File: src/rtl/pe_result_drain.sv
// pe_result_drain: drain end of the systolic PE array.
// Deskews the staggered bottom-row results into whole rows, buffers them in a
// row FIFO and serialises each row one word per valid/ready handshake.
module pe_result_drain #(
  parameter int COLS  = 4,
  parameter int DW    = 32,
  parameter int DEPTH = 8
) (
  input  logic                     clk,
  input  logic                     rst_n,
  input  logic [COLS*DW-1:0]       res_in,
  input  logic                     res_valid,
  output logic [DW-1:0]            out_data,
  output logic [$clog2(COLS)-1:0]  out_col,
  output logic                     out_valid,
  input  logic                     out_ready,
  output logic                     out_last,
  output logic [$clog2(DEPTH):0]   fifo_level,
  output logic                     overflow
);

  localparam int CW = $clog2(COLS);
  localparam int AW = $clog2(DEPTH);
  localparam int LW = AW + 1;

  typedef enum logic {IDLE, SEND} state_t;

  // Row as seen after the deskew registers, one word per column
  logic [DW-1:0] aligned_row [COLS];

  // Column c arrives c cycles after column 0, so it needs COLS-1-c delay
  // stages to line up with the last column, which is used directly.
  for (genvar c = 0; c < COLS; c++) begin : g_col
    localparam int D = COLS - 1 - c;
    if (D == 0) begin : g_nodly
      assign aligned_row[c] = res_in[c*DW +: DW];
    end else begin : g_dly
      logic [DW-1:0] pipe_q [D];
      logic [DW-1:0] pipe_d [D];

      // Shift the column word one stage further down its delay line
      always_comb begin
        pipe_d[0] = res_in[c*DW +: DW];
        for (int k = 1; k < D; k++) begin
          pipe_d[k] = pipe_q[k-1];
        end
      end

      // Data stages carry no reset; only the strobe pipe decides validity
      always_ff @(posedge clk) begin
        pipe_q <= pipe_d;
      end

      assign aligned_row[c] = pipe_q[D-1];
    end
  end

  // Strobe delay line, COLS-1 stages, matching column 0's data delay
  logic [COLS-2:0] vpipe_q, vpipe_d;

  // Advance the row strobe alongside the data
  always_comb begin
    vpipe_d    = '0;
    vpipe_d[0] = res_valid;
    for (int k = 1; k < COLS - 1; k++) begin
      vpipe_d[k] = vpipe_q[k-1];
    end
  end

  // Clearing the strobe pipe on reset kills every row still in flight
  always_ff @(posedge clk) begin
    if (!rst_n) vpipe_q <= '0;
    else        vpipe_q <= vpipe_d;
  end

  logic push_strobe;
  assign push_strobe = vpipe_q[COLS-2];

  // Row FIFO storage and control
  logic [DW-1:0] mem_q [DEPTH][COLS];
  logic [AW-1:0] wr_ptr_q, wr_ptr_d;
  logic [AW-1:0] rd_ptr_q, rd_ptr_d;
  logic [LW-1:0] level_q, level_d;
  logic          overflow_q, overflow_d;
  state_t        state_q, state_d;
  logic [CW-1:0] col_q, col_d;

  logic full, handshake, pop, push_ok;

  // Push/pop decisions; a full FIFO still takes a row when the head leaves
  // in the same cycle, so the level stays put instead of dropping data
  always_comb begin
    full       = (level_q == LW'(DEPTH));
    handshake  = (state_q == SEND) && out_ready;
    pop        = handshake && (col_q == CW'(COLS - 1));
    push_ok    = push_strobe && (!full || pop);
    overflow_d = overflow_q | (push_strobe && !push_ok);
    wr_ptr_d   = push_ok ? wr_ptr_q + AW'(1) : wr_ptr_q;
    rd_ptr_d   = pop ? rd_ptr_q + AW'(1) : rd_ptr_q;
    level_d    = level_q;
    case ({push_ok, pop})
      2'b10:   level_d = level_q + LW'(1);
      2'b01:   level_d = level_q - LW'(1);
      default: level_d = level_q;
    endcase
  end

  // Row storage write; pointers alone define what is valid
  always_ff @(posedge clk) begin
    if (push_ok) mem_q[wr_ptr_q] <= aligned_row;
  end

  // FIFO bookkeeping registers
  always_ff @(posedge clk) begin
    if (!rst_n) begin
      wr_ptr_q   <= '0;
      rd_ptr_q   <= '0;
      level_q    <= '0;
      overflow_q <= 1'b0;
    end else begin
      wr_ptr_q   <= wr_ptr_d;
      rd_ptr_q   <= rd_ptr_d;
      level_q    <= level_d;
      overflow_q <= overflow_d;
    end
  end

  // Serialiser state register
  always_ff @(posedge clk) begin
    if (!rst_n) begin
      state_q <= IDLE;
      col_q   <= '0;
    end else begin
      state_q <= state_d;
      col_q   <= col_d;
    end
  end

  // Next-state: IDLE looks at the post-push level so a row landing in an
  // empty FIFO is presented on the very next cycle
  always_comb begin
    state_d = state_q;
    col_d   = col_q;
    case (state_q)
      IDLE: begin
        if (level_d != '0) begin
          state_d = SEND;
          col_d   = '0;
        end
      end
      SEND: begin
        if (handshake) begin
          if (pop) begin
            col_d = '0;
            if (level_d == '0) state_d = IDLE;
          end else begin
            col_d = col_q + CW'(1);
          end
        end
      end
      default: begin
        state_d = IDLE;
        col_d   = '0;
      end
    endcase
  end

  // Output decode; everything is driven from registers so it holds while stalled
  always_comb begin
    out_valid = 1'b0;
    out_data  = '0;
    out_col   = '0;
    out_last  = 1'b0;
    if (state_q == SEND) begin
      out_valid = 1'b1;
      out_data  = mem_q[rd_ptr_q][col_q];
      out_col   = col_q;
      out_last  = (col_q == CW'(COLS - 1));
    end
  end

  assign fifo_level = level_q;
  assign overflow   = overflow_q;

endmodule

File: config.mk
export PLATFORM = sky130hd
export DESIGN_NAME = pe_result_drain
export DESIGN_NICKNAME = d
export VERILOG_FILES = /design/src/rtl/pe_result_drain.sv
export SDC_FILE = /design/constraint.sdc
export NUM_CORES = 1
export LEC_CHECK = 0
export CAP_MARGIN = 25
export CORE_MARGIN = 2
export CORE_UTILIZATION = 60
export DETAILED_ROUTE_END_ITERATION = 16
export PLACE_DENSITY = 0.9
export SYNTH_ARGS = -nofsm -noshare
export SYNTH_HDL_FRONTEND = slang
export SYNTH_SLANG_ARGS = --single-unit
export TNS_END_PERCENT = 100
File: constraint.sdc
create_clock -name clk -period 13.84 [get_ports clk]
set_input_delay 2.768 -clock clk [delete_from_list [all_inputs] [get_ports clk]]
set_output_delay 2.768 -clock clk [all_outputs]
set_load 0.02 [all_outputs]
==> results.json <==
{
  "worstPathBufferInverterCount": 4,
  "status": "completed",
  "power.total_uw": 7460,
  "fmax_mhz": 128,
  "num_vias": 20900,
  "synth.top_cell.area_share_pct": 70.7,
  "post_drt_wl_per_cell_um": 32.2,
  "skew_ps": 39.9,
  "drive_above_1_share_pct": 22.5,
  "startpoint_type": "flip-flop",
  "synth_seq_cells": 1236,
  "worstPathCellList": "buf_12 > buf_4 > buf_16 > mux4_2 > a22o_1 > a221oi_1 > a21boi_1 > clkdlybuf4s50_1",
  "ys_async_sr_fraction_pct": 0,
  "nFillCells": 3907,
  "critical-path-max-stage-delay_ps": 850,
  "antenna_found_initial": 11,
  "root_buffer": "clkbuf_16",
  "post-synth-top-count-cell": "edfxtp_1",
  "worstSetupEndpointType": "primary output",
  "wirelength_mm": 102,
  "io_buffer_count": 172,
  "yosys-top-cells-count": "1024 x edfxtp_1, 248 x mux4_2, 212 x dfxtp_1",
  "syn-cell-area_sq_um": 43500,
  "synth_cells": 1885,
  "setup_violations": 0,
  "die_h_um": 273,
  "grt_max_degree": 165,
  "initial_utilization_pct": 60.7,
  "htreeDepth": 3,
  "cts_buffers": 112,
  "placedCellCount": 2949,
  "drv_slew": 0,
  "ys_seq_area_share_pct": 80.5,
  "worstMarginPinSlew_ps": 1180,
  "post-synth-top-area-cell": "edfxtp_1",
  "first_iter_violations": 2664,
  "place.gp.congestion": 0.788,
  "synth_area_leaders": "edfxtp_1 71%, mux4_2 13%, dfxtp_1 9.8%, a221oi_1 0.99%, a22o_1 0.97%",
  "grt-ovfl-total": 0,
  "viasPerCell": 6.61,
  "io_pins": 173,
  "r2r_slack_ps": 8700,
  "grtUsageTotal_pct": 27.8,
  "synth_edf_count": 1024,
  "drc": 0,
  "path_delay_family": "buffers and inverters",
  "clk_pin_slew_ps": 70,
  "critPathSlowestCell": "dfxtp_4",
  "hp-class": "flip-flop to flip-flop",
  "vdd_ir_drop_max_uv": 145,
  "critPathKind": "flip-flop to primary output",
  "placementRows": 98,
  "syn_to_final_growth_pct": 15.4,
  "synth_ff_type": "edfxtp_1",
  "cts_setup_buffers": 0,
  "synth_nets": 2021,
  "synth_cell_types": 46,
  "antenna_left": 0,
  "crit_required_ps": 11070,
  "fin_crit_sh_pct": 56.4,
  "postSynthAreaPerCell_sq_um": 23.1,
  "maxSlewHeadroom_pct": 21.6,
  "p_leak_uw": 0.0157,
  "fp.dieW_um": 273,
  "grt_pass1_wl_mm": 149,
  "cts_sinks": 1236,
  "rsz0062_at_grt": "false",
  "grt_pass1_vias": 22000,
  "dpl.hpwl_mm": 51.9,
  "seqCellArea_sq_um": 35000,
  "hold_buffers": 0,
  "finalHoldViolCount": 0,
  "fin_cells": 3169,
  "dieArea_sq_um": 74600,
  "crit_fanout": 122,
  "cts_tree": "yes",
  "core_area_sq_um": 71600,
  "cts.repair.resized": 0,
  "fin_setup_tns_ps": 0,
  "finalNetCount": 2251,
  "firstDrtPassIters": 9,
  "insertion_delay_ps": 700,
  "cts.path.max_buffers": 3,
  "cp.arrival_ps": 5040,
  "cap_violations": 0,
  "yosysWarnings": 0,
  "powerDensity_nw_per_um2": 149,
  "multi_input_area_sq_um": 7990,
  "layout_min_cycle_time_ps": 7810
}
[metrics by stage]
stage                     setup WS, ps  util [%]  area [sq um]  hold WS [ps]
after detailed placement          6140      64.5         46200           312
final                             6030      70.0         50100           308
after global placement            6340      64.5         46200           310
after global routing              5610      70.0         50100           311
after CTS                         5360      70.0         50100           304
after floorplan                    869         -         43500           310
[flip-flops by register name, summed over array words and instances (netlist names), named ones only]
signal / cells
g_col.g_dly.pipe_d: 96
col_q: 2
aligned_row: 64
fifo_level: 4
wr_ptr_q: 3
mem_q: 1024
vpipe_q: 3
rd_ptr_q: 3
g_col.g_dly.pipe_q: 32
overflow: 1
state_q: 1
[power breakdown]
part           switching [uW]  internal, uW
logic                    58.3          57.0
registers                41.9          4060
clock network            1400          1850
[worst paths after layout]
check | cells past startpoint | endpoint | startpoint
worst max register to register | 8 | mem_q[2][28] | col_q[1]
worst min-delay path | 0 | aligned_row[88] | g_col[1].g_dly.pipe_d[24]
worst max-delay path | 8 | out_data[2] | flip-flop
worst min register to register | 0 | aligned_row[88] | g_col[1].g_dly.pipe_d[24]
[kinds of logic after synthesis]
| logic type | count (synthesis) | share of synthesized area [%] |
|---|---|---|
| multiplexers | 270 | 13.4 |
| XOR/XNOR | 7 | 0.141 |
| AO/OA/AOI/OAI | 173 | 3.34 |
| AND/OR/NAND/NOR | 97 | 1.21 |
| buffers and inverters | 98 | 1.29 |
| adder cells (fa/ha/maj) | 4 | 0.115 |
| flip-flops | 1236 | 80.5 |
[per-layer routing]
layer | wire length [um] | vias to the layer above | track usage [%]
met4 | 4220 | 12 | 11.3
met2 | 53800 | 1453 | 48.0
met1 | 33900 | 10800 | 34.6
met3 | 10100 | 282 | 5.83
met5 | 69 | - | 0
li1 | - | 8377 | -
[layout make-up]
class                      instances  share of cell area [%]
inverter                           3                  0.0225
multi-input combinational        551                    15.9
clock inverter                    71                    1.68
antenna                            4                  0.0200
timing repair buffer             211                    4.11
sequential                      1236                    69.8
clock buffer                     143                    6.07
tap                              950                    2.37
[cell usage in the layout, fill, tap and decap left out, types with 5 or more instances in the layout]
cell                n
edfxtp_1         1024
buf_4              36
o22ai_1             5
nand3_1            10
mux2_2             10
o211ai_1           10
a221oi_2            5
dfxtp_1           208
or3_1               9
nand2_1            19
a211oi_1            6
nor2_4              6
clkinv_2           26
clkbuf_16         114
xnor2_1             5
o221ai_1            8
clkdlybuf4s50_1   172
nor2b_1             8
bufinv_16          15
nand2b_1           13
clkbuf_1           21
a22o_1             48
clkinv_1           13
nor3_2              6
clkinvlp_4          6
mux4_2            248
a221oi_1           49
clkbuf_8            8
mux2i_1            12
and2_1             15
a21boi_1           24
Power figures use the tool's default switching activity.
